$ cat src/rtl/bscan_jtag_master.sv
// Host-side JTAG master: resets the TAP, loads the USER IR once, then runs one DR scan per request.
// Define BSCAN_JTAG_MASTER_STATS_EN to add the scan_count output.
module bscan_jtag_master #(
   parameter int                WIDTH   = 32,
   parameter int                IR_LEN  = 6,
   parameter logic [IR_LEN-1:0] USER_IR = 6'h23,
   parameter int                TCK_DIV = 2
) (
   input  logic             CLK,
   input  logic             nRST,
   input  logic             req_enq__ENA,
   input  logic [WIDTH-1:0] req_enq_v,
   output logic             req_enq__RDY,
   output logic             rsp_enq__ENA,
   output logic [WIDTH-1:0] rsp_enq_v,
   input  logic             rsp_enq__RDY,
   output logic             TCK,
   output logic             TMS,
   output logic             TDI,
   input  logic             TDO,
   output logic             busy
`ifdef BSCAN_JTAG_MASTER_STATS_EN
  ,output logic [7:0]       scan_count
`endif
);

   localparam int MAXL = (WIDTH > IR_LEN) ? WIDTH : IR_LEN;
   localparam int CW   = $clog2(MAXL + 6);
   localparam int DW   = (TCK_DIV > 1) ? $clog2(TCK_DIV) : 1;

   localparam logic [CW-1:0] RST_EDGES = CW'(6);
   localparam logic [CW-1:0] IR_EDGES  = CW'(IR_LEN + 6);
   localparam logic [CW-1:0] DR_EDGES  = CW'(WIDTH + 5);
   localparam logic [CW-1:0] SH_FIRST  = CW'(3);
   localparam logic [CW-1:0] SH_END    = CW'(WIDTH + 3);
   localparam logic [DW-1:0] DIV_LAST  = DW'(TCK_DIV - 1);

   typedef enum logic [2:0] {
      S_TAP_RST,
      S_IR_LOAD,
      S_IDLE,
      S_DR_SCAN,
      S_RSP
   } state_t;

   state_t           r_state;
   state_t           w_state_nx;
   logic [CW-1:0]    r_cnt;
   logic [CW-1:0]    w_cnt_nx;
   logic [CW-1:0]    w_total;
   logic [DW-1:0]    r_div;
   logic             r_tck;
   logic             r_tms;
   logic             r_tdi;
   logic [WIDTH-1:0] r_req;
   logic [WIDTH-1:0] w_req_nx;
   logic [WIDTH-1:0] r_rsp;
   logic [1:0]       w_pins;
   logic             w_run;
   logic             w_tick;
   logic             w_rise;
   logic             w_fall;
   logic             w_req_acc;
   logic             w_rsp_acc;

   // TMS/TDI for edge k of the given state; returns {tms, tdi}
   function automatic logic [1:0] f_pins(
      input state_t           st,
      input logic [CW-1:0]    k,
      input logic [WIDTH-1:0] d
   );
      int               i;
      logic [IR_LEN-1:0] ir_s;
      logic [WIDTH-1:0]  dr_s;
      i      = int'(k);
      ir_s   = '0;
      dr_s   = '0;
      f_pins = 2'b00;
      case (st)
         S_TAP_RST: f_pins[1] = (i < 5);
         S_IR_LOAD: begin
            if (i < 2) begin
               f_pins[1] = 1'b1;
            end else if (i >= 4 && i < IR_LEN + 4) begin
               ir_s   = USER_IR >> (i - 4);
               f_pins = {i == IR_LEN + 3, ir_s[0]};
            end else if (i == IR_LEN + 4) begin
               f_pins[1] = 1'b1;
            end
         end
         S_DR_SCAN: begin
            if (i == 0) begin
               f_pins[1] = 1'b1;
            end else if (i >= 3 && i < WIDTH + 3) begin
               dr_s   = d >> (i - 3);
               f_pins = {i == WIDTH + 2, dr_s[0]};
            end else if (i == WIDTH + 3) begin
               f_pins[1] = 1'b1;
            end
         end
         default: f_pins = 2'b00;
      endcase
   endfunction

   always_comb begin
      w_total = '0;
      case (r_state)
         S_TAP_RST: w_total = RST_EDGES;
         S_IR_LOAD: w_total = IR_EDGES;
         S_DR_SCAN: w_total = DR_EDGES;
         default:   w_total = '0;
      endcase
   end

   assign w_run = (r_state == S_TAP_RST || r_state == S_IR_LOAD ||
                   r_state == S_DR_SCAN) && (r_cnt != w_total);
   assign w_tick    = w_run && (r_div == DIV_LAST);
   assign w_rise    = w_tick && !r_tck;
   assign w_fall    = w_tick && r_tck;
   assign w_req_acc = req_enq__ENA && (r_state == S_IDLE);
   assign w_rsp_acc = rsp_enq__RDY && (r_state == S_RSP);
   assign w_req_nx  = w_req_acc ? req_enq_v : r_req;

   // One idle CLK after the final falling TCK before changing state
   always_comb begin
      w_state_nx = r_state;
      w_cnt_nx   = w_fall ? r_cnt + 1'b1 : r_cnt;
      case (r_state)
         S_TAP_RST: if (!w_run) begin
            w_state_nx = S_IR_LOAD;
            w_cnt_nx   = '0;
         end
         S_IR_LOAD: if (!w_run) begin
            w_state_nx = S_IDLE;
            w_cnt_nx   = '0;
         end
         S_IDLE: if (w_req_acc) begin
            w_state_nx = S_DR_SCAN;
            w_cnt_nx   = '0;
         end
         S_DR_SCAN: if (!w_run) begin
            w_state_nx = S_RSP;
            w_cnt_nx   = '0;
         end
         S_RSP: if (w_rsp_acc) begin
            w_state_nx = S_IDLE;
         end
         default: w_state_nx = S_TAP_RST;
      endcase
   end

   assign w_pins = f_pins(w_state_nx, w_cnt_nx, w_req_nx);

   always_ff @(posedge CLK or negedge nRST) begin
      if (!nRST) begin
         r_state <= S_TAP_RST;
         r_cnt   <= '0;
         r_div   <= '0;
         r_tck   <= 1'b0;
         r_tms   <= 1'b1;
         r_tdi   <= 1'b0;
         r_req   <= '0;
         r_rsp   <= '0;
      end else begin
         r_state <= w_state_nx;
         r_cnt   <= w_cnt_nx;
         r_tms   <= w_pins[1];
         r_tdi   <= w_pins[0];
         r_req   <= w_req_nx;
         r_div   <= (!w_run || w_tick) ? '0 : r_div + 1'b1;
         if (w_tick) r_tck <= ~r_tck;
         if (w_rise && r_state == S_DR_SCAN &&
             r_cnt >= SH_FIRST && r_cnt < SH_END)
            r_rsp <= {TDO, r_rsp[WIDTH-1:1]};
      end
   end

`ifdef BSCAN_JTAG_MASTER_STATS_EN
   logic [7:0] r_scan_cnt;

   always_ff @(posedge CLK or negedge nRST) begin
      if (!nRST) r_scan_cnt <= '0;
      else if (w_rsp_acc) r_scan_cnt <= r_scan_cnt + 1'b1;
   end

   assign scan_count = r_scan_cnt;
`endif

   assign TCK          = r_tck;
   assign TMS          = r_tms;
   assign TDI          = r_tdi;
   assign req_enq__RDY = (r_state == S_IDLE);
   assign rsp_enq__ENA = (r_state == S_RSP);
   assign rsp_enq_v    = (r_state == S_RSP) ? r_rsp : '0;
   assign busy         = (r_state != S_IDLE);

endmodule

$ cat config.mk
export PLATFORM = sky130hd
export DESIGN_NAME = bscan_jtag_master
export DESIGN_NICKNAME = d
export VERILOG_FILES = /design/src/rtl/bscan_jtag_master.sv
export SDC_FILE = /design/constraint.sdc
export NUM_CORES = 1
export LEC_CHECK = 0
export BUFFER_PORTS_ARGS = -buffer_cell sky130_fd_sc_hd__buf_2
export CORE_MARGIN = 8
export CORE_UTILIZATION = 50
export CTS_CLUSTER_SIZE = 30
export DETAILED_ROUTE_END_ITERATION = 16
export GPL_TIMING_DRIVEN = 0
export HOLD_SLACK_MARGIN = 0.06
export PLACE_DENSITY = 0.84
export SLEW_MARGIN = 20
export SYNTH_ARGS = -nofsm -noshare
export SYNTH_HDL_FRONTEND = slang
export SYNTH_SLANG_ARGS = --single-unit
$ cat constraint.sdc
create_clock -name CLK -period 7.56 [get_ports CLK]
set_clock_uncertainty 0.15 [all_clocks]
set_input_delay 0.378 -clock CLK [delete_from_list [all_inputs] [get_ports CLK]]
set_output_delay 0.378 -clock CLK [all_outputs]
set_load 0.02 [all_outputs]
* Word level (Yosys, flattened, before mapping) *
Index checks and enable logic that the tools add are counted.
W data, S select, Z words.

word-level totals
  bits in registers = 77
  bits in latches = 0
  RAM bits = 0
  bits in read-only memories = 0
  bits of input ports = 37
  output and inout port bits = 38
  word-level logic and storage cells = 81
  memories kept = 0

operators by class
  $add $sub $neg = 4
  $mul = 0
  div/mod/pow operators = 0
  $lt $le $gt $ge = 8
  equal/unequal tests = 12
  shifts and indexed selects = 2
  mux-type cells = 26
  bitwise gates (word level) = 1
  reduce and logical (&&, ||, !) cells = 20

operator list
  cell                    count
  $mux W32                2
  $shr A32 B32 Y1         1
  $shr A6 B32 Y1 const A  1
  $mux W6                 3
  $pmux W6 S3             1
  $mux W3                 5
  $pmux W3 S5             1
  $eq A6 B5 Y1 const B    2
  $eq A6 B6 Y1 const B    2
  $ge A6 B2 Y1 const B    2
  $lt A6 B6 Y1 const B    2
  $pmux W6 S2             1
  $logic_and A1 B1 Y1     11
  $mux W1                 11
  $eq A3 B2 Y1 const B    3
  $sub A6 B2 Y7 const B   1
  $sub A6 B3 Y7 const B   1
  $add A6 B1 Y6 const B   1
  $eq A3 B1 Y1 const B    2
  $ge A6 B3 Y1 const B    1
  $logic_not A3 Y1        2
  $logic_not A6 Y1        1
  $lt A6 B2 Y1 const B    1
  $lt A6 B3 Y1 const B    1
  other kinds (11)        14

* Longest topological paths before layout *
  word-level depth = 14
  mapped depth = 20

* Worst setup path before layout *
OpenSTA, ideal clock, no wires.

  kind = reg-to-reg
  start = reg r_state[2]
  end = reg r_tdi, in the netlist TDI
  library setup time = 0.124 ns
  arrival = 3.700 ns
  data required time = 7.286 ns
  slack = 3.586 ns
  cell stages (with the launch flop) = 20
  buffers on the path = 5
  cells stage by stage = dfrtp_1 > buf_6 > nor3_1 > o21bai_1 > and3_4 > nand2_4 > buf_6 > buf_6 > nand3_1 > a21oi_1 > inv_1 > ha_1 > clkbuf_1 > clkbuf_1 > a31oi_1 > a311oi_1 > a21oi_1 > a211oi_1 > a2111oi_1 > o21bai_1

between the ends
  longest elaborated chain between the ends = 14
  elaborated cells on any way between the ends = 45
  classes of those cells = add/sub (2); order compare (5); eq/ne (7); shift (2); mux (17); reduce/logical (12)

RTL lines
  item                                                RTL line       RTL
  start, declared                                     46             state_t r_state;
  start signal, assigned                              165            r_state <= w_state_nx;
  $eq A3 B2 Y1, or another cell as far along          107, 116, 128
  $pmux W6 S3 or $logic_or A1 B1 Y1 (tied branches)   107, 115
  $ne A6 B6 Y1 or $logic_or A1 B1 Y1 (tied branches)  116, 115
  $logic_and A1 B1 Y1                                 116            r_state == S_DR_SCAN) && (r_cnt != w_total);
  $logic_and A1 B1 Y1                                 117            assign w_tick = w_run && (r_div == DIV_LAST);
  $logic_and A1 B1 Y1                                 119            assign w_fall = w_tick && r_tck;
  $mux W6                                             127            w_cnt_nx = w_fall ? r_cnt + 1'b1 : r_cnt;
  $mux W6 (on tied branches)                          -
  $pmux W6 S2 *                                       128            case (r_state)
  via w_cnt_nx[1]                                     49             logic [CW-1:0] w_cnt_nx;
  $sub A6 B2 Y7, or another cell as far along         95             dr_s = d >> (i - 3);
  $shr A32 B32 Y1, or another cell as far along       95
  $mux W1 (on tied branches)                          94, 84
  $mux W1 (on tied branches)                          92, 82
  $pmux W1 S2 *                                       79             case (st)
  via w_pins[0]                                       58             logic [1:0] w_pins;
  end signal, assigned                                168            r_tdi <= w_pins[0];
  end, declared                                       54             logic r_tdi;

The timed path passes the listed nets; every way through them passes the cells marked *.
A chain may end at the register's enable or synchronous reset.

* Worst setup path in the final report *
Same ends and word-level chain as after synthesis.

==> run_results.csv <==
group,metric,value,unit
run_status,outcome,"completed",
synth,synth.top_cell.area_share,40.33,%
floorplan,dieArea,0.01280,mm^2
place,hpwlAfterDp,8.672,mm
synth,syn-num-nets,548,
floorplan,die_h,113.1,um
place,placed_cell_area,0.005248,mm^2
final_layout,syn_to_final_growth,15.81,%
timing,relSlewSlack,47.24,%
floorplan,start_util,51.28,%
setup_path,crit_chain,"buf_6, nor3_1, o21bai_1, and3_4, nand2_4, buf_6, buf_6, nand3_1, a21oi_1, inv_1, ha_1, clkbuf_1, clkbuf_1, a21oi_1, a32oi_1, a311oi_1, mux2i_1, a21oi_1, a2111oi_1, o21bai_1",
route,vias_per_cell,5.699,
setup_path,cp_num_cells,20,
worst_hold_path,min_path_cells,2,
synth,synth_top_area_cell,"dfrtp_1",
setup_path,cp_slowest_cell,"dfrtp_1",
setup_path,critPathArrivalTime,5140,ps
clock_network,cts_sinks,77,
synth,synth_compound_area_share,13.50,%
clock_network,cts_resized,0,
route,drt_iter0_drc,301,
setup_path,crit_family,"compound AO/OA/AOI/OAI gates",
pwr,intPower,0.5776,mW
setup_path,critical_path.max_fanout,10,
timing,setup_viol,0,
floorplan,core,0.009196,mm^2
synth,synthAdderAreaFrac,2.653,%
pwr,p_clk_share,43.0,%
route,drcViolationCount,0,
final_layout,num-fill-cells,779,
clock_network,cts-root-buf,"clkbuf_8",
grt,grt_pass1_vias,4016,
synth,synth_top_cells_by_count,"nand2_1, dfrtp_1, nor2_1",
setup_path,critPathRequiredTime,7690,ps
grt,track_usage,18.60,%
timing,maxSlewViolCount,0,
setup_path,r2r_slack,2550,ps
synth,synth-async-reset-ratio,100.0,%
setup_path,reg2regPathDepth,20,
synth,synthSimpleGateAreaFrac,25.95,%
synth,ys_seq_area_share,40.89,%
final_layout,drive_above_1_share,28.16,%
synth,yosys_warnings,0,
route,routedWlPerCell,16.71,um
setup_path,slowest_delay,440,ps
grt,overflow,0,
synth,yosysUniqueCellTypes,73,
synth,synth-seq-cells,77,
final_layout,diodes,0,
clock_network,cts.clk_slew.worst_paths,100,ps
worst_hold_path,hold_path.class,"in2reg",
pwr,powerDensity,138.8,mW/mm^2
setup_path,r2r_end,"TDI$_DFF_PN0_",
clock_network,h-tree-depth,3,
place,place.gp.congestion,0.9132,
grt,antenna_found_initial,0,
timing,fmax,0.1997,GHz
clock_network,cts-buffers-inserted,9,
setup_path,end_kind,"register",
clock_network,cts_tree,"done",
pwr,cellLeakagePower,2.829,nW
place,portBuffers,74,
synth,yosys.area_share.xor_xnor,1.512,%
setup_path,r2r-start,"r_state[2]$_DFF_PN0_",
setup_path,path_buf_inv,6,
route,dr_total_vias,4012,
route,drt_wl_total,11.76,mm
synth,synth.avg_cell_area,9.413,um^2
final_layout,fin_area,0.005461,mm^2
route,first_pass_iters,9,
pwr,p_sw,0.1802,mW
timing,hold_viol_final,0,
grt,grt_pass1_wl,19.55,mm
floorplan,die_width,113.1,um
setup_path,startpoint_type,"register",
pwr,switching_share,23.78,%
setup_path,worstSetupPathType,"reg2reg",
timing,fin_crit,5009,ps
timing,rsz0062_at_grt,"no",
synth,synthCells,501,
clock_network,clock_latency,360,ps
synth,synth_top_family_by_area,"simple AND/OR/NAND/NOR gates",
pwr,power_frac_seq,54.4,%
pwr,vdd_ir_drop_max,0.08061,mV
timing,fin_tns_setup,0,ps
floorplan,boundaryPins,75,
timing,worst_pin_slew,789.7,ps
synth,yosys-mux-area-fraction,9.790,%
synth,synthesis.area,0.004716,mm^2
clock_network,clk_path_buf_depth,2,
synth,synth_most_common_cell,"nand2_1",
synth,synth_top_flop_cell,"dfrtp_1",
timing,period_share,66.25,%
pwr,comb_power_share,2.7,%
route,drtAntennaViolNets,0,
run,maxCapViolCount,0,
synth,synth_top_cells_by_area,"dfrtp_1, nand2_1, mux2_2",
pwr,power,0.7578,mW
grt,grt_max_degree,46,
worst_hold_path,hold_end,"r_rsp[31]$_DFFE_PN0P_",
floorplan,placementRows,35,
synth,synth_edf_count,0,
final_layout,nets,635,
worst_hold_path,min_from,"TDO",
==> per-layer routing <==
layer,up-vias,global-route usage [%],routed length (um)
met5,-,0,0
met4,0,5.950,132
met3,24,3.727,684
met2,157,30.91,5823
met1,1919,23.75,5123
li1,1912,-,-
==> power by group through the flow <==
stage	Clock (mW)	Sequential (mW)	Combinational, mW
finish	0.326	0.412	0.0201
floorplan	0	0.420	0.000808
detailed placement	0	0.420	0.0206
global route	0.349	0.412	0.0234
global placement	0	0.420	0.0185
CTS	0.331	0.412	0.0210
==> what timing repair did <==
action	CTS	global route
buffers inserted	0	0
hold buffers	1	0
hold endpoints to repair	31	0
endpoints found under the setup margin	0	0
==> registers in the layout (all words and copies together), names as in the netlist <==
signal and cells:
r_div 1, TDI 1, r_req 32, r_cnt 6, TCK 1, r_rsp 32
TMS 1, r_state 3
==> placed cells by master (no fill, tap or decap), types with 4 or more instances in the layout <==
cell type  Yosys  final
buf_6          9      9
dfrtp_1       76     76
o21ai_0        8      8
clkbuf_1       9      9
buf_2          8     81
a21oi_1       14     14
nand4_1        4      4
a311oi_1       5      5
inv_1         16     16
nor4_1         6      6
a211oi_1       4      4
nor3_1         5      5
nand2_1      110    110
nor2_1        35     35
and2_1        34     34
mux2i_1        9      9
nand2b_1       6      6
a221o_1        4      4
nand3_1        6      6
clkbuf_8       0      9
a31oi_1        6      6
buf_4          4      5
mux2_2        32     32
o2111a_1       5      5
a32oi_1        4      4
ha_1          10     10
==> layout make-up <==
class	count	area [um^2]	area share, %
clock inverter	7	80.08	1.466
tap	111	138.9	2.543
clock buffer	9	123.9	2.268
sequential	77	1928	35.30
inverter	16	60.06	1.100
multi-input combinational	377	2519	46.12
timing repair buffer	76	402.9	7.377
buffer	31	209.0	3.826
==> how the worst max path moves through the flow <==
stage,startpoint,end,slack [ps]
global placement,r_state[2]$_DFF_PN0_,TDI$_DFF_PN0_,2750
CTS,r_state[2]$_DFF_PN0_,TDI$_DFF_PN0_,2620
finish,r_state[2]$_DFF_PN0_,TDI$_DFF_PN0_,2550
floorplan,r_state[2]$_DFF_PN0_,TDI$_DFF_PN0_,3590
detailed placement,r_state[2]$_DFF_PN0_,TDI$_DFF_PN0_,2670
global route,r_state[0]$_DFF_PN0_,TDI$_DFF_PN0_,2260
==> kinds of logic after synthesis <==
family,after synthesis
multiplexers,42
flip-flops,77
buffers and inverters,47
AND/OR/NAND/NOR,239
XOR/XNOR,6
AO/OA/AOI/OAI,80
adder cells (fa/ha/maj),10
==> through the flow <==
step / hold WS, ps / utilization, % / setup WS (ps) / std cells
detailed placement: 205.3 / 57.06 / 2666 / 687
global placement: 319.1 / 56.82 / 2750 / 686
floorplan: -67.59 / - / 3586 / 501
CTS: 103.3 / 59.39 / 2620 / 704
finish: 105.5 / 59.39 / 2551 / 704
global route: 99.48 / 59.39 / 2262 / 704
Power figures use the tool's default switching activity.
